==> config.mk <==
export PLATFORM = sky130hd
export DESIGN_NAME = mem_arbiter
export DESIGN_NICKNAME = d
export VERILOG_FILES = /design/src/rtl/rv_mem_pkg.sv /design/src/rtl/mem_arb_watchdog.sv /design/src/rtl/mem_arbiter.sv
export SDC_FILE = /design/constraint.sdc
export NUM_CORES = 1
export LEC_CHECK = 0
export BUFFER_PORTS_ARGS = -buffer_cell sky130_fd_sc_hd__buf_4
export CAP_MARGIN = 20
export CORE_UTILIZATION = 26
export DETAILED_ROUTE_END_ITERATION = 8
export SLEW_MARGIN = 20
export SYNTH_ARGS = -nofsm -noshare
export SYNTH_HDL_FRONTEND = slang
export SYNTH_SLANG_ARGS = --single-unit
==> constraint.sdc <==
create_clock -name clock -period 3.3 [get_ports clock]
set_input_delay 0.66 -clock clock [delete_from_list [all_inputs] [get_ports clock]]
set_output_delay 0.66 -clock clock [all_outputs]
set_load 0.02 [all_outputs]
==> src/rtl/rv_mem_pkg.sv <==
// Shared definitions for the instruction/data memory arbiter: FSM states,
// access size codes and read/write encoding.
package rv_mem_pkg;

  typedef enum logic [1:0] {
    ST_IDLE   = 2'd0,
    ST_BUSY_I = 2'd1,
    ST_BUSY_D = 2'd2
  } arb_state_e;

  localparam logic [1:0] SIZE_B = 2'd0;
  localparam logic [1:0] SIZE_H = 2'd1;
  localparam logic [1:0] SIZE_W = 2'd2;

  localparam logic RW_READ  = 1'b0;
  localparam logic RW_WRITE = 1'b1;

endpackage

==> src/rtl/mem_arb_watchdog.sv <==
// Wait-cycle counter for an outstanding memory access; flags expiry once
// TIMEOUT cycles have elapsed without completion.
module mem_arb_watchdog #(
  parameter int TIMEOUT = 16
) (
  input  logic clock,
  input  logic reset,
  input  logic clear,
  input  logic enable,
  output logic expired
);

  localparam int CW = (TIMEOUT < 1) ? 1 : $clog2(TIMEOUT + 1);
  localparam logic [CW-1:0] LIMIT = CW'(TIMEOUT);

  logic [CW-1:0] count_r;

  // Saturating wait counter, restarted on every grant.
  always_ff @(posedge clock or posedge reset) begin
    if (reset) begin
      count_r <= '0;
    end else if (clear) begin
      count_r <= '0;
    end else if (enable && (count_r != LIMIT)) begin
      count_r <= count_r + CW'(1);
    end else begin
      count_r <= count_r;
    end
  end

  assign expired = (count_r == LIMIT);

endmodule

==> src/rtl/mem_arbiter.sv <==
// Two-port (fetch/data) arbiter onto a single shared memory port, with
// data priority bounded by a starvation limit and a per-access timeout.
module mem_arbiter
  import rv_mem_pkg::*;
#(
  parameter int TIMEOUT      = 16,
  parameter int STARVE_LIMIT = 2
) (
  input  logic        clock,
  input  logic        reset,
  input  logic        i_req,
  input  logic [31:0] i_addr,
  output logic        i_ack,
  output logic [31:0] i_rdata,
  output logic        i_err,
  input  logic        d_req,
  input  logic        d_rw,
  input  logic [31:0] d_addr,
  input  logic [31:0] d_wdata,
  input  logic [1:0]  d_size,
  output logic        d_ack,
  output logic [31:0] d_rdata,
  output logic        d_err,
  output logic        mem_req,
  output logic        mem_rw,
  output logic [31:0] mem_addr,
  output logic [31:0] mem_wdata,
  output logic [1:0]  mem_size,
  input  logic        mem_ack,
  input  logic [31:0] mem_rdata
);

  localparam int SW = (STARVE_LIMIT < 1) ? 1 : $clog2(STARVE_LIMIT + 1);
  localparam logic [SW-1:0] STARVE_MAX = SW'(STARVE_LIMIT);

  arb_state_e    state_r;
  arb_state_e    state_nxt_s;
  logic [SW-1:0] starve_r;
  logic          grant_i_s;
  logic          grant_d_s;
  logic          busy_s;
  logic          expired_s;
  logic          done_s;

  assign busy_s = (state_r != ST_IDLE);
  assign done_s = busy_s && (mem_ack || expired_s);

  // Grant selection: data first, unless fetch has waited out its limit.
  always_comb begin
    grant_i_s = 1'b0;
    grant_d_s = 1'b0;
    if (state_r == ST_IDLE) begin
      if (d_req && !(i_req && (starve_r == STARVE_MAX))) begin
        grant_d_s = 1'b1;
      end else if (i_req) begin
        grant_i_s = 1'b1;
      end else begin
        grant_d_s = 1'b0;
      end
    end else begin
      grant_i_s = 1'b0;
    end
  end

  // Next-state logic.
  always_comb begin
    state_nxt_s = state_r;
    case (state_r)
      ST_IDLE: begin
        if (grant_d_s) begin
          state_nxt_s = ST_BUSY_D;
        end else if (grant_i_s) begin
          state_nxt_s = ST_BUSY_I;
        end else begin
          state_nxt_s = ST_IDLE;
        end
      end
      ST_BUSY_I, ST_BUSY_D: begin
        if (mem_ack || expired_s) begin
          state_nxt_s = ST_IDLE;
        end else begin
          state_nxt_s = state_r;
        end
      end
      default: state_nxt_s = ST_IDLE;
    endcase
  end

  // State register and memory command latch.
  always_ff @(posedge clock or posedge reset) begin
    if (reset) begin
      state_r   <= ST_IDLE;
      mem_req   <= 1'b0;
      mem_rw    <= 1'b0;
      mem_addr  <= 32'd0;
      mem_wdata <= 32'd0;
      mem_size  <= 2'd0;
    end else begin
      state_r <= state_nxt_s;
      if (grant_d_s) begin
        mem_req   <= 1'b1;
        mem_rw    <= d_rw;
        mem_addr  <= d_addr;
        mem_wdata <= d_wdata;
        mem_size  <= d_size;
      end else if (grant_i_s) begin
        mem_req   <= 1'b1;
        mem_rw    <= RW_READ;
        mem_addr  <= i_addr;
        mem_wdata <= 32'd0;
        mem_size  <= SIZE_W;
      end else if (done_s) begin
        mem_req <= 1'b0;
      end else begin
        mem_req <= mem_req;
      end
    end
  end

  // Starvation counter: counts data grants that bypassed a waiting fetch.
  always_ff @(posedge clock or posedge reset) begin
    if (reset) begin
      starve_r <= '0;
    end else if (grant_i_s) begin
      starve_r <= '0;
    end else if (grant_d_s && i_req && (starve_r != STARVE_MAX)) begin
      starve_r <= starve_r + SW'(1);
    end else begin
      starve_r <= starve_r;
    end
  end

  mem_arb_watchdog #(
    .TIMEOUT(TIMEOUT)
  ) u_watchdog (
    .clock  (clock),
    .reset  (reset),
    .clear  (grant_i_s || grant_d_s),
    .enable (busy_s && !mem_ack),
    .expired(expired_s)
  );

  // Completion pulses follow mem_ack in the same cycle so read data needs no extra stage.
  assign i_ack   = (state_r == ST_BUSY_I) && mem_ack;
  assign d_ack   = (state_r == ST_BUSY_D) && mem_ack;
  assign i_err   = (state_r == ST_BUSY_I) && !mem_ack && expired_s;
  assign d_err   = (state_r == ST_BUSY_D) && !mem_ack && expired_s;
  assign i_rdata = i_ack ? mem_rdata : 32'd0;
  assign d_rdata = d_ack ? mem_rdata : 32'd0;

endmodule

Yosys cells after proc, flatten, opt, wreduce, memory -nomap -nowiden --
Cells that the tools add are included.
Storage, ports and cells: output and inout port bits 136, bits of input ports 136, bits in read-only memories 0, register bits after elaboration 77, bits in latches 0, memories kept 0, RAM bits 0, logic and storage cells 67
Operators by class: bitwise gates (word level) 0, equality and inequality tests 7, mux-type cells 26, $mul 0, $add $sub $neg 2, shift-type cells 0, $lt $le $gt $ge 0, divide/modulo/power cells 0, reduce and logical (&&, ||, !) cells 24
Operators with widths (count):
- 32-bit 2-to-1 mux | 6
- 1-bit logical AND | 13
- 2-bit 2-to-1 mux | 6
- 1-bit 2-to-1 mux | 11
- 5-bit 2-to-1 mux | 2
- 2-bit nonzero test | 4
- 5-bit by 1-bit adder with 5-bit output (second input constant) | 1
- 5-bit == test (second input constant) | 1
- 5-bit != test (second input constant) | 1
- 2-bit == test (second input constant) | 2
- 2-bit != test (second input constant) | 2
- 2-bit one-hot mux with 2 select lines | 1
- 3-bit nonzero test | 1
- 2-bit by 1-bit adder with 2-bit output (second input constant) | 1
- 2-bit by 1-bit == test with 1-bit output (second input constant) | 1
- 1-bit zero test | 2
- 2-bit zero test | 1
- 1-bit logical OR | 2
- 2-bit OR reduction | 1

Longest topological paths before layout --
depth after elaboration 10, depth in mapped cells 8, depth with buffers taken out 5

Modules after synthesis --
A second synthesis with hierarchy kept.
Second synthesis, totals: cell total of the unflattened synthesis 327, area, all modules 3686.0 sq um
Modules (own cells, without submodules):
- mem_arbiter | area each 3402.0 sq um, instances 1, sequential area each 1801.7 sq um, cells an instance 299
- mem_arb_watchdog | area each 284.0 sq um, instances 1, sequential area each 125.1 sq um, cells an instance 28

Least setup slack after synthesis --
OpenSTA, ideal clock, no wires.
kind input -> output, from input port mem_ack, to output port d_rdata[10], stages 3, data arrival time 1.358 ns, data required time 2.640 ns, buffers on the path 2, setup slack 1.282 ns, cell sequence clkbuf_1 -> clkbuf_1 -> and3_1
Between the ends: cells in the longest elaborated chain, start to end 2
RTL lines:
- from (decl) | RTL line mem_arbiter.sv:29 | input logic mem_ack,
- 1-bit logical AND | RTL line mem_arbiter.sv:145 | assign d_ack = (state_r == ST_BUSY_D) && mem_ack;
- 32-bit 2-to-1 mux | RTL line mem_arbiter.sv:149 | assign d_rdata = d_ack ? mem_rdata : 32'd0;
- to (decl) | RTL line mem_arbiter.sv:22 | output logic [31:0] d_rdata,
Every way passes these cells.

Final worst setup path --
from register state_r[0], to output port d_rdata[21]
Between the ends: cells in the longest elaborated chain, start to end 3
RTL lines:
- from (decl) | RTL line mem_arbiter.sv:36 | arb_state_e state_r;
- from (signal assigned) | RTL line mem_arbiter.sv:99 | state_r <= state_nxt_s;
- 2-bit == test | RTL line mem_arbiter.sv:145
- 1-bit logical AND | RTL line mem_arbiter.sv:145
- 32-bit 2-to-1 mux | RTL line mem_arbiter.sv:149
Every way passes these cells.

==> flow_metrics.tcl <==
set metrics [dict create \
    status "completed" \
    dieArea_mm2 0.0170 \
    grt_pass1_wl_um 20700 \
    routed_wl_um 14600 \
    post_cts_resized 0 \
    synth.avg_cell_area_um2 11.0 \
    initial_core_util_pct 26.8 \
    ys_top_cells_by_count "dfrtp_1, and3_1, inv_1, nand2_1" \
    max_freq_mhz 376 \
    grt_use_total_pct 16.6 \
    cp_max_fo 34 \
    ys_types 29 \
    ys_seq_area_share_pct 45.1 \
    pwr_density_cell_mw_per_mm2 863 \
    hold_viol_final 0 \
    clk_path_buf_depth 2 \
    synth_top_area_share_pct 45.1 \
    fillCellCount 1548 \
    r2r_cells 5 \
    cts-root-buf "clkbuf_16" \
    post_cts_buffers 0 \
    cts_tree "built" \
    slowest_stage "ha_1" \
    critPathCapture "d_rdata[21]" \
    slowest_delay_ps 770 \
    r2r-end "mem_addr[16]$_DFFE_PP0P_" \
    final_cells 870 \
    yosys_warnings 0 \
    overflow 0 \
    setup_viol 0 \
    ioPinCount 272 \
    r2r_start "state_r[1]$_DFFE_PP0P_" \
    syn_inst 389 \
    total_leakage_power_uw 0.00393 \
    finalCritPeriodShare_pct 80.7 \
    finalSetupTns_ps 0 \
    die_h_um 130 \
    yosysMostFrequentCell "dfrtp_1" \
    htree_num_levels 3 \
    synth_edf_count 0 \
    drive_above_1_share_pct 52.9 \
    syn_nets 531 \
    synth_area_leader_cell "dfrtp_1" \
    syn_to_final_growth_pct 58.8 \
    postRouteAntennaNets 0 \
    clk_latency_ps 340 \
    cts_made_buffers 9 \
    syn_area_mm2 0.00427 \
    grt_pass1_vias 3881 \
    cp.required_ps 2640 \
    fin_crit_ps 2660 \
    end_kind "output pin" \
    routedWlPerCell_um 16.8 \
    dieWidth_um 130 \
    worstMarginPinSlew_ps 964 \
    cp-startpoint "state_r[0]$_DFFE_PP0P_" \
    drc_errors 0 \
    rsz0062_at_grt "no" \
    num-nets-final 788 \
    ff2ff_setup_slack_ps 1090 \
    antenna_found_initial 5 \
    arrival_ps 2000 \
    maxSlewViolCount 0 \
    min_path_type "input pin to asynchronous set/reset pin" \
    cts.sinks 77 \
    clk_pin_slew_worst_paths_ps 60 \
    cp_cell_sequence "inv_1 -> ha_1 -> and3_1 -> buf_4" \
    ctsHoldBuffers 0 \
    synth_area_leaders "dfrtp_1, mux2_4, and3_1, mux2i_1, inv_1" \
    slew_headroom_pct 35.6 \
    core-area_mm2 0.0159 \
    post-dp-hpwl_um 11300 \
    ys.flop_type "dfrtp_1" \
    rows 46 \
    critPathLaunchType "flop" \
    drtPass1Iterations 4 \
    worst_ir_drop_vdd_mv 0.404 \
    finalClockSkew_ps 7.58 \
    maxCapViolations 0 \
    port_buffers 271 \
    ys_async_sr_fraction_pct 100 \
    detail_route.iter0.violations 124 \
    place.gp.congestion 0.852 \
    num_vias 3909 \
    vias_per_cell 4.49 \
    yosys_register_bits 77 \
    dp.cells 851 \
    crit_type "flop to output pin" \
    grt_max_degree 71 \
]
-- metrics by stage --
stage | power (uW) | hold WS [ps] | setup slack [ps] | instance area, um^2 | utilization [%]
floorplan | 3610 | 454 | 673 | 4270 | -
global route | 6210 | 434 | 534 | 6790 | 42.6
detailed placement | 4940 | 475 | 1020 | 6490 | 40.7
finish | 5860 | 389 | 638 | 6790 | 42.6
CTS | 5930 | 415 | 658 | 6770 | 42.5
global placement | 4860 | 468 | 1070 | 6490 | 40.7
-- area by class of cell --
type	instances	area (um^2)	area share [%]
Clock buffer	9	225	3.32
Antenna cell	5	12.5	0.184
Multi-Input combinational cell	242	2050	30.2
Timing Repair Buffer	276	2100	30.9
Sequential cell	77	1930	28.4
Tap cell	216	270	3.98
Inverter	40	151	2.23
Clock inverter	5	53.8	0.793
-- layer usage --
layer  vias to the layer above  track usage (%)  share of wire (%)
li1                       1850                -                  -
met1                      1841             15.8                 34
met2                       196             31.0                 54
met3                        22             5.04                9.4
met4                         0             10.2                2.8
met5                         -                0                  0
-- critical path: cells and delay by family (launching register included) --
family	cells	cell delay, ps
adders and majority gates	1	770
DFF	1	390
buffers and inverters	2	230
and+or+nand+nor	1	270
-- layout by cell type (no fill, tap or decap), drive strengths merged, types with 4 or more instances in the layout --
cell type,count
and2,4
and3,64
buf,276
clkbuf,9
clkinv,5
dfrtp,77
diode,5
ha,6
inv,39
mux2,46
mux2i,38
nand2,41
o21a,11
o32a,10
-- worst min-delay path by stage --
stage | startpoint | endpoint | slack (ps) | depth (start not counted)
2_1_floorplan | starve_r[1]$_DFFE_PP0P_ | starve_r[1]$_DFFE_PP0P_ | 450 | 2
3_3_place_gp | starve_r[1]$_DFFE_PP0P_ | starve_r[1]$_DFFE_PP0P_ | 470 | 2
3_5_place_dp | mem_req$_DFFE_PP0P_ | mem_req$_DFFE_PP0P_ | 480 | 1
4_1_cts | reset | mem_wdata[13]$_DFFE_PP0P_ | 420 | 2
5_1_grt | reset | mem_wdata[6]$_DFFE_PP0P_ | 430 | 2
6_report | reset | mem_wdata[3]$_DFFE_PP0P_ | 390 | 2
-- sequential cells by signal, summed over array words and instances (netlist names) --
| signal | flops |
|---|---|
| starve_r | 2 |
| state_r | 2 |
| mem_size | 2 |
| mem_rw | 1 |
| mem_addr | 32 |
| mem_wdata | 32 |
| mem_req | 1 |
| u_watchdog.count_r | 5 |
-- power by group --
part	switching, uW	leakage, uW	internal (uW)
combinational	1650	0.00285	1590
clock	392	0.000141	575
sequential	258	0.000940	1390
total	2300	0.00393	3560
-- logic make-up (layout without fill, tap and decap cells) --
group	count (synthesis)	after routing	share of synthesized area (%)
simple gates	122	122	15.8
mux	84	84	24.4
flops	77	77	45.1
buf+inv	70	330	7.26
compound gates	30	30	5.74
fa+ha+maj	6	6	1.76
other cells	0	5	0
No activity file was read; power rests on OpenSTA's default activity.
